==> config.mk <==
export PLATFORM = sky130hd
export DESIGN_NAME = uart_tx_fifo
export DESIGN_NICKNAME = d
export VERILOG_FILES = /design/src/rtl/uart_tx_fifo.sv
export SDC_FILE = /design/constraint.sdc
export NUM_CORES = 1
export LEC_CHECK = 0
export CAP_MARGIN = 20
export CELL_PAD_IN_SITES_DETAIL_PLACEMENT = 0
export CELL_PAD_IN_SITES_GLOBAL_PLACEMENT = 1
export CORE_MARGIN = 2
export CORE_UTILIZATION = 44
export DETAILED_ROUTE_END_ITERATION = 12
export PLACE_DENSITY_LB_ADDON = 0.1
export SLEW_MARGIN = 20
export SYNTH_ARGS = -nofsm -noshare
export SYNTH_HDL_FRONTEND = slang
export SYNTH_SLANG_ARGS = --single-unit
==> constraint.sdc <==
create_clock -name Clock -period 2.1 [get_ports Clock]
set_input_delay 0.315 -clock Clock [delete_from_list [all_inputs] [get_ports Clock]]
set_output_delay 0.315 -clock Clock [all_outputs]
set_load 0.1 [all_outputs]
==> src/rtl/uart_tx_fifo.sv <==
// uart_tx_fifo
//   UART transmitter with 8N1 framing (LSB first, idle-high line). A small
//   FIFO buffers bytes written over a valid/ready handshake. The transmit FSM
//   sends queued bytes back-to-back with no idle gap between frames.
//
// Parameters
//   CLKS_PER_BIT  clock cycles per serial bit (clock frequency / baud), 2..65535
//   FIFO_DEPTH    byte entries in the FIFO, power of two, minimum 2
//
// Ports
//   Clock          system clock, rising edge
//   Reset_n        asynchronous active-low reset
//   Tx_Data        byte to enqueue, sampled only on an accept edge
//   Tx_Valid       Tx_Data is valid this cycle
//   Tx_Ready       FIFO can accept a byte (count != FIFO_DEPTH)
//   Output_Serial  registered UART line
//   Tx_Busy        FSM is not IDLE
//   Tx_Done        one-cycle pulse on the final cycle of each stop bit
//   Fifo_Count     queued bytes, excluding the byte in flight
module uart_tx_fifo #(
    parameter int CLKS_PER_BIT = 217,
    parameter int FIFO_DEPTH   = 4
) (
    input  logic                        Clock,
    input  logic                        Reset_n,
    input  logic [7:0]                  Tx_Data,
    input  logic                        Tx_Valid,
    output logic                        Tx_Ready,
    output logic                        Output_Serial,
    output logic                        Tx_Busy,
    output logic                        Tx_Done,
    output logic [$clog2(FIFO_DEPTH):0] Fifo_Count
);

    localparam int PTR_W = $clog2(FIFO_DEPTH);
    localparam int CNT_W = $clog2(CLKS_PER_BIT);

    localparam logic [CNT_W-1:0] CNT_LAST  = CNT_W'(CLKS_PER_BIT - 1);
    localparam logic [CNT_W-1:0] CNT_ONE   = CNT_W'(1);
    localparam logic [PTR_W-1:0] PTR_ONE   = PTR_W'(1);
    localparam logic [PTR_W:0]   LVL_ONE   = (PTR_W + 1)'(1);
    localparam logic [PTR_W:0]   LVL_FULL  = (PTR_W + 1)'(FIFO_DEPTH);

    typedef enum logic [1:0] {
        IDLE      = 2'd0,
        START_BIT = 2'd1,
        DATA_BIT  = 2'd2,
        STOP_BIT  = 2'd3
    } state_t;

    logic [7:0]       fifo_mem [FIFO_DEPTH];
    logic [PTR_W-1:0] wr_ptr;
    logic [PTR_W-1:0] rd_ptr;
    logic [PTR_W:0]   fifo_level;
    logic             fifo_seen;
    logic             push;
    logic             pop;
    logic             has_data;

    state_t           state;
    state_t           state_nxt;
    logic [CNT_W-1:0] clk_cnt;
    logic [CNT_W-1:0] cnt_nxt;
    logic [2:0]       bit_idx;
    logic [2:0]       idx_nxt;
    logic [7:0]       shift;
    logic [7:0]       shift_nxt;
    logic             serial;
    logic             serial_nxt;
    logic             bit_end;

    assign Tx_Ready   = (fifo_level != LVL_FULL);
    assign push       = Tx_Valid && Tx_Ready;
    // The FSM sees the FIFO through a one-cycle registered occupancy flag, so
    // a byte pushed into an empty FIFO is popped two edges after acceptance.
    // The level term keeps a stale flag from ever popping an empty FIFO.
    assign has_data   = fifo_seen && (fifo_level != '0);
    assign Fifo_Count = fifo_level;

    // ---- FIFO storage and pointers ----
    always_ff @(posedge Clock) begin
        if (push) begin
            fifo_mem[wr_ptr] <= Tx_Data;
        end
    end

    always_ff @(posedge Clock or negedge Reset_n) begin
        if (!Reset_n) begin
            wr_ptr     <= '0;
            rd_ptr     <= '0;
            fifo_level <= '0;
            fifo_seen  <= 1'b0;
        end else begin
            if (push) begin
                wr_ptr <= wr_ptr + PTR_ONE;
            end
            if (pop) begin
                rd_ptr <= rd_ptr + PTR_ONE;
            end
            if (push && !pop) begin
                fifo_level <= fifo_level + LVL_ONE;
            end else if (pop && !push) begin
                fifo_level <= fifo_level - LVL_ONE;
            end
            fifo_seen <= (fifo_level != '0);
        end
    end

    // ---- Transmit FSM: next state ----
    assign bit_end = (clk_cnt == CNT_LAST);

    always_comb begin
        state_nxt  = state;
        cnt_nxt    = clk_cnt;
        idx_nxt    = bit_idx;
        pop        = 1'b0;
        shift_nxt  = shift;
        serial_nxt = 1'b1;

        case (state)
            IDLE: begin
                if (has_data) begin
                    pop       = 1'b1;
                    state_nxt = START_BIT;
                    cnt_nxt   = '0;
                end
            end
            START_BIT: begin
                if (bit_end) begin
                    state_nxt = DATA_BIT;
                    cnt_nxt   = '0;
                    idx_nxt   = 3'd0;
                end else begin
                    cnt_nxt = clk_cnt + CNT_ONE;
                end
            end
            DATA_BIT: begin
                if (bit_end) begin
                    cnt_nxt = '0;
                    if (bit_idx == 3'd7) begin
                        state_nxt = STOP_BIT;
                    end else begin
                        idx_nxt = bit_idx + 3'd1;
                    end
                end else begin
                    cnt_nxt = clk_cnt + CNT_ONE;
                end
            end
            STOP_BIT: begin
                if (bit_end) begin
                    cnt_nxt = '0;
                    if (has_data) begin
                        pop       = 1'b1;
                        state_nxt = START_BIT;
                    end else begin
                        state_nxt = IDLE;
                    end
                end else begin
                    cnt_nxt = clk_cnt + CNT_ONE;
                end
            end
            default: begin
                state_nxt = IDLE;
            end
        endcase

        if (pop) begin
            shift_nxt = fifo_mem[rd_ptr];
        end

        // The line register is loaded from the next state so it changes on
        // the same edge as the FSM and never glitches.
        case (state_nxt)
            START_BIT: serial_nxt = 1'b0;
            DATA_BIT:  serial_nxt = shift_nxt[idx_nxt];
            default:   serial_nxt = 1'b1;
        endcase
    end

    // ---- Transmit FSM: registers ----
    always_ff @(posedge Clock or negedge Reset_n) begin
        if (!Reset_n) begin
            state   <= IDLE;
            clk_cnt <= '0;
            bit_idx <= 3'd0;
            serial  <= 1'b1;
        end else begin
            state   <= state_nxt;
            clk_cnt <= cnt_nxt;
            bit_idx <= idx_nxt;
            serial  <= serial_nxt;
        end
    end

    always_ff @(posedge Clock) begin
        shift <= shift_nxt;
    end

    assign Output_Serial = serial;
    assign Tx_Busy       = (state != IDLE);
    assign Tx_Done       = (state == STOP_BIT) && bit_end;

endmodule
* Word level (Yosys, flattened, before mapping) *
Memories as Yosys holds them, arrays and structs flattened.
Index checks and enable logic that the tools add are counted.

word-level totals
  bits in registers = 30
  bits in writable memories = 32
  bits of input ports = 11
  memories = 1

memories
  name      words  width  read ports  clocked after Yosys merged registers in  write ports  line  RTL
  fifo_mem  4      8      1           0                                        1            51    logic [7:0] fifo_mem [FIFO_DEPTH];

cells by class
  $add $sub $neg = 6
  magnitude comparators = 1
  eq/ne operators = 9
  muxes and demuxes = 25
  reductions and logical operators = 12

operator list
  operator               count
  $mux W8                3
  $pmux W8 S2            1
  $mux W3                5
  $mux W2                5
  $add A8 B1 Y8 const B  1
  $eq A8 B8 Y1 const B   1
  $pmux W2 S4            1
  $add A3 B1 Y3 const B  2
  $eq A2 B2 Y1 const B   3
  $mux W1                6
  $pmux W3 S2            1
  $logic_and A1 B1 Y1    5
  $add A2 B1 Y2 const B  2
  $eq A2 B1 Y1 const B   2
  $lt A3 B4 Y1 const B   1
  $pmux W1 S2            2
  $reduce_bool A2 Y1     2
  $bmux W1 S3            1
  $eq A3 B3 Y1 const B   1
  $ne A3 B3 Y1 const B   1
  $reduce_bool A3 Y1     1
  $reduce_or A3 Y1       1
  $sub A3 B1 Y3 const B  1
  $logic_not A1 Y1       2
  other kinds (2)        2

* Longest topological paths before layout *
  word-level depth = 9
  mapped depth = 12
  gate-level depth less buffers = 11

* Worst setup path before layout *
No wires, ideal clock.

  path kind = register -> register
  from = register fifo_level[2] (netlist: Fifo_Count[2])
  to = register fifo_level[1] (netlist: Fifo_Count[1])
  library setup time = 0.126 ns
  data arrival time = 3.273 ns
  data required time = 1.974 ns
  setup slack = -1.299 ns
  cell stages (with the launch flop) = 7
  period minus slack after synthesis = 3.399 ns
  cells stage by stage = dfrtp_1 > nand2_1 > and2_1 > ha_1 > inv_1 > fa_1 > mux2_2

between the ends
  elaborated cells on any way between the ends = 13
  those cells by class = eq/ne: 1; mux: 4; reduce/logical: 8

RTL lines
  what                                 line  RTL
  start: declaration                   54    logic [PTR_W:0] fifo_level;
  start signal: assignment             101   fifo_level <= fifo_level + LVL_ONE;
  start signal: assignment             103   fifo_level <= fifo_level - LVL_ONE;
  $ne A3 B3 Y1 (*)                     72    assign Tx_Ready = (fifo_level != LVL_FULL);
  net Tx_Ready                         28    output logic Tx_Ready,
  $logic_and A1 B1 Y1 (*)              73    assign push = Tx_Valid && Tx_Ready;
  net push                             56    logic push;
  $logic_not A1 Y1                     102   end else if (pop && !push) begin
  $logic_and A1 B1 Y1                  102
  $reduce_bool A2 Y1 (no source line)  -

The timed path passes the listed nets; every way through them passes the cells marked *.
A chain may end at the register's enable or synchronous reset.

* Worst setup path in the final report *
  from = register clk_cnt[1]
  to = register fifo_level[2] (netlist: Fifo_Count[2])

between the ends
  longest elaborated chain between the ends = 6
  elaborated cells on any way between the ends = 8
  those cells by class = eq/ne: 1; mux: 3; reduce/logical: 4

RTL lines
  what                                           line  RTL
  start: declaration                             62    logic [CNT_W-1:0] clk_cnt;
  start signal: assignment                       189   clk_cnt <= cnt_nxt;
  $eq A8 B8 Y1 (*)                               110   assign bit_end = (clk_cnt == CNT_LAST);
  $mux W1 (*)                                    150   if (bit_end) begin
  $pmux W1 S2 (*)                                120   case (state)
  $logic_not A1 Y1                               100   if (push && !pop) begin
  $logic_and A1 B1 Y1                            100
  $mux W3 or $reduce_bool A2 Y1 (tied branches)  -

Every way passes the cells marked *; elsewhere a longest branch is shown, timed or not.

==> results.sh <==
export IMPL_die_x_um=84.0
export IMPL_crit_path_cell_trace="inv_2 > ha_4 > and3b_1 > and3_4 > o21ai_4 > buf_6 > ha_4 > inv_2 > fa_2 > xor2_1 > nor2_1 > xor2_1"
export IMPL_grtUsageMet3=0.0366
export IMPL_grtUsageMet2=0.308
export IMPL_dieHeight_um=84.0
export IMPL_track_usage=0.180
export IMPL_relSlewSlack=0.695
export IMPL_wl_um=5630
export IMPL_drive_gt1_frac=0.366
export IMPL_start_kind="register"
export IMPL_ys_seq_area_frac=0.594
export IMPL_seq_power_share=0.311
export IMPL_synthArstFlopShare=0.355
export IMPL_rsz0062_at_grt="true"
export IMPL_finalWorstSetupSlack_ns=-0.111
export IMPL_cp_slowest_stage_delay_ns=0.38
export IMPL_violations="negative setup slack"
export IMPL_cts_buffers=9
export IMPL_clockBufferDepth=2
export IMPL_clk_insertion_delay_late_ns=0.34
export IMPL_htreeDepth=3
export IMPL_crit_type="reg -> reg"
export IMPL_drt_vias_per_instance=5.29
export IMPL_filler_cell_count=513
export IMPL_finalSetupTns_ns=-0.255
export IMPL_path_clk_slew_ns=0.07
export IMPL_hold_viol=0
export IMPL_p_sw_w=0.00222
export IMPL_grtUsageMet1=0.214
export IMPL_synth_edff_count=32
export IMPL_r2r_start="clk_cnt[1]"
export IMPL_yosys_area_top_type="edfxtp_1"
export IMPL_antenna_found_initial=0
export IMPL_grt_pass1_vias=2003
export IMPL_postRouteAntennaNets=0
export IMPL_dp_hpwl_um=4100
export IMPL_fp_row_count=29
export IMPL_p_clk_frac=0.218
export IMPL_place_ws_ns=-0.190
export IMPL_grt_overflow=0
export IMPL_critPathBufInv=3
export IMPL_min_path_type="in -> async"
export IMPL_worstPathArrival_ns=2.47
export IMPL_io_buffer_count=17
export IMPL_grt_max_degree=23
export IMPL_vias=1866
export IMPL_yosysTopAreaCellShare=0.341
export IMPL_critical_path_top_delay_family="adder cells"
export IMPL_final_max_slew_violation_count=0
export IMPL_required_ns=2.36
export IMPL_gpl_final_weighted_congestion=0.897
export IMPL_grt_busiest_layer="met2"
export IMPL_die_area_um2=7060
export IMPL_fmax_mhz=452
export IMPL_diodes=0
export IMPL_max_vdd_ir_drop_mv=0.780
export IMPL_status="finished, violations left"
export IMPL_worst_pin_slew_ns=0.457
export IMPL_firstDrtPassIters=4
export IMPL_synth_seq_cells=62
export IMPL_synth_ff_type="edfxtp_1"
export IMPL_synth_area_um2=2820
export IMPL_synth_cell_types=46
export IMPL_cts_sinks=62
export IMPL_yosysWarnings=0
export IMPL_syn_area_per_cell_um2=13.8
export IMPL_critPathSlowestCell="dfrtp_1"
export IMPL_holdBufCountCts=0
export IMPL_power_density_nw_per_um2=1610
export IMPL_p_sw_frac=0.369
export IMPL_ys_top_cells_by_area="edfxtp_1, dfrtp_1, mux4_2, ha_1, dfxtp_1"
export IMPL_period_share=1.05
export IMPL_critical_path_max_fanout=3
export IMPL_finalSetupViolCount=3
export IMPL_leakagePower_nw=1.56
export IMPL_io_pins=18
export IMPL_worst_r2r_cell_count=12
export IMPL_ff2ff_setup_slack_ns=-0.11
export IMPL_drt_iter0_drc=71
export IMPL_fin_skew_ns=0.00444
export IMPL_final_net_count=296
export IMPL_period_minus_slack_ns=2.21
export IMPL_cts_tree="done"
export IMPL_grt_pass1_wl_um=9770
export IMPL_wl_per_cell_um=15.9
export IMPL_cts_root_buf="clkbuf_8"
export IMPL_syn2layout_area_growth_pct=32.3
export IMPL_post_route_drc_count=0
export IMPL_end_kind="register"
export IMPL_core_area_um2=6280
export IMPL_intPower_w=0.00379
export IMPL_r2r_end="Fifo_Count[2]"
export IMPL_initial_core_util=0.449
export IMPL_p_comb_frac=0.471
export IMPL_synth_cells=204
export IMPL_syn_nets=229
export IMPL_cap_violations=0
==> per-stage QoR <==
stage               power, W  utilization  std cells  instance area (um2)  hold WS [ns]
detailed placement   0.00449        0.539        332                 3380         0.456
floorplan            0.00360            -        204                 2850        0.0194
global route         0.00636        0.594        353                 3730         0.374
finish               0.00601        0.594        353                 3730         0.334
global placement     0.00438        0.539        332                 3380         0.460
CTS                  0.00603        0.591        351                 3710         0.341
==> cell families after synthesis <==
group,Yosys count,share of synthesized area
compound gates,30,0.0711
xor+xnor,7,0.0218
fa+ha+maj,14,0.0648
buf+inv,15,0.0258
flops,62,0.594
mux,22,0.122
simple gates,54,0.101
==> per-layer routing <==
| layer | up-vias | routed length (um) |
|---|---|---|
| li1 | 889 | - |
| met1 | 936 | 2400 |
| met2 | 27 | 2940 |
| met3 | 14 | 152 |
| met4 | 0 | 136 |
| met5 | - | 0 |
==> what timing repair did <==
| item | in CTS | in global routing |
|---|---|---|
| pin swaps | 8 | 0 |
| setup buffers | 3 | 2 |
| resized for setup | 14 | 1 |
| setup endpoints to repair | 3 | 3 |
==> area by class of cell <==
cell class / instances / area (um2) / area share
timing repair buffer: 60 / 508 / 0.136
clock buffer: 9 / 124 / 0.0332
tap: 77 / 96.3 / 0.0258
sequential: 62 / 1680 / 0.451
inverter: 11 / 41.3 / 0.0111
multi-input combinational: 127 / 1150 / 0.308
clock inverter: 7 / 128 / 0.0342
==> synthesized netlist by cell type (2+ instances only) <==
library cell / count
mux2_1: 4
inv_1: 10
dfxtp_1: 8
mux2i_1: 4
nor2_1: 11
or3_1: 2
nor2b_1: 2
mux4_2: 8
xor2_1: 4
buf_6: 2
nand2b_1: 2
xnor2_1: 3
and3_1: 9
nand3b_1: 2
o21ai_0: 11
mux2_2: 3
dfrtp_1: 21
o21ai_1: 4
nand2_1: 17
and4b_1: 2
mux2_4: 3
nand3_1: 2
a22o_1: 4
ha_1: 13
edfxtp_1: 32
==> worst max path at each step <==
stage          startpoint       endpoint  cells past startpoint
2_1_floorplan  clk_cnt[0]  Fifo_Count[1]                     10
3_3_place_gp     state[0]  Fifo_Count[1]                      9
3_5_place_dp   clk_cnt[1]  Fifo_Count[2]                     12
4_1_cts        clk_cnt[1]  Fifo_Count[2]                     12
5_1_grt        clk_cnt[1]  Fifo_Count[2]                     12
6_report       clk_cnt[1]  Fifo_Count[2]                     12
==> flip-flops by register name (all words and copies together), names as in the netlist <==
register and count:
Fifo_Count 3, Output_Serial 1, bit_idx 3, clk_cnt 8
fifo_mem 32, fifo_seen 1, rd_ptr 2, shift 8
state 2, wr_ptr 2
==> layout by cell type, fill, tap and decap left out, types with 2 or more instances in the layout <==
cell / n
buf_12: 2
buf_6: 2
clkdlybuf4s50_1: 10
nor2b_1: 2
dfrtp_4: 2
ha_2: 2
mux4_2: 8
inv_6: 2
dfxtp_1: 8
nand2b_1: 2
edfxtp_1: 32
mux2_4: 5
o21ai_1: 4
nor2_1: 10
or3_1: 2
inv_2: 5
xor2_1: 4
ha_1: 8
and3_1: 9
and4b_1: 2
ha_4: 3
o21ai_0: 11
clkbuf_8: 9
nand3b_1: 2
mux2_1: 4
buf_4: 46
dfrtp_1: 18
inv_1: 6
nand2_1: 16
mux2i_1: 4
xnor2_1: 3
nand3_1: 2
bufinv_16: 3
a22o_1: 4
==> power by group through the flow <==
stage,Clock (W),Combinational (W),Sequential [W]
after floorplan,0,0.00146,0.00214
after global placement,0,0.00252,0.00187
after detailed placement,0,0.00260,0.00189
after CTS,0.00134,0.00282,0.00187
after global routing,0.00139,0.00306,0.00192
final,0.00131,0.00283,0.00187
(Power assumes the default switching activity.)
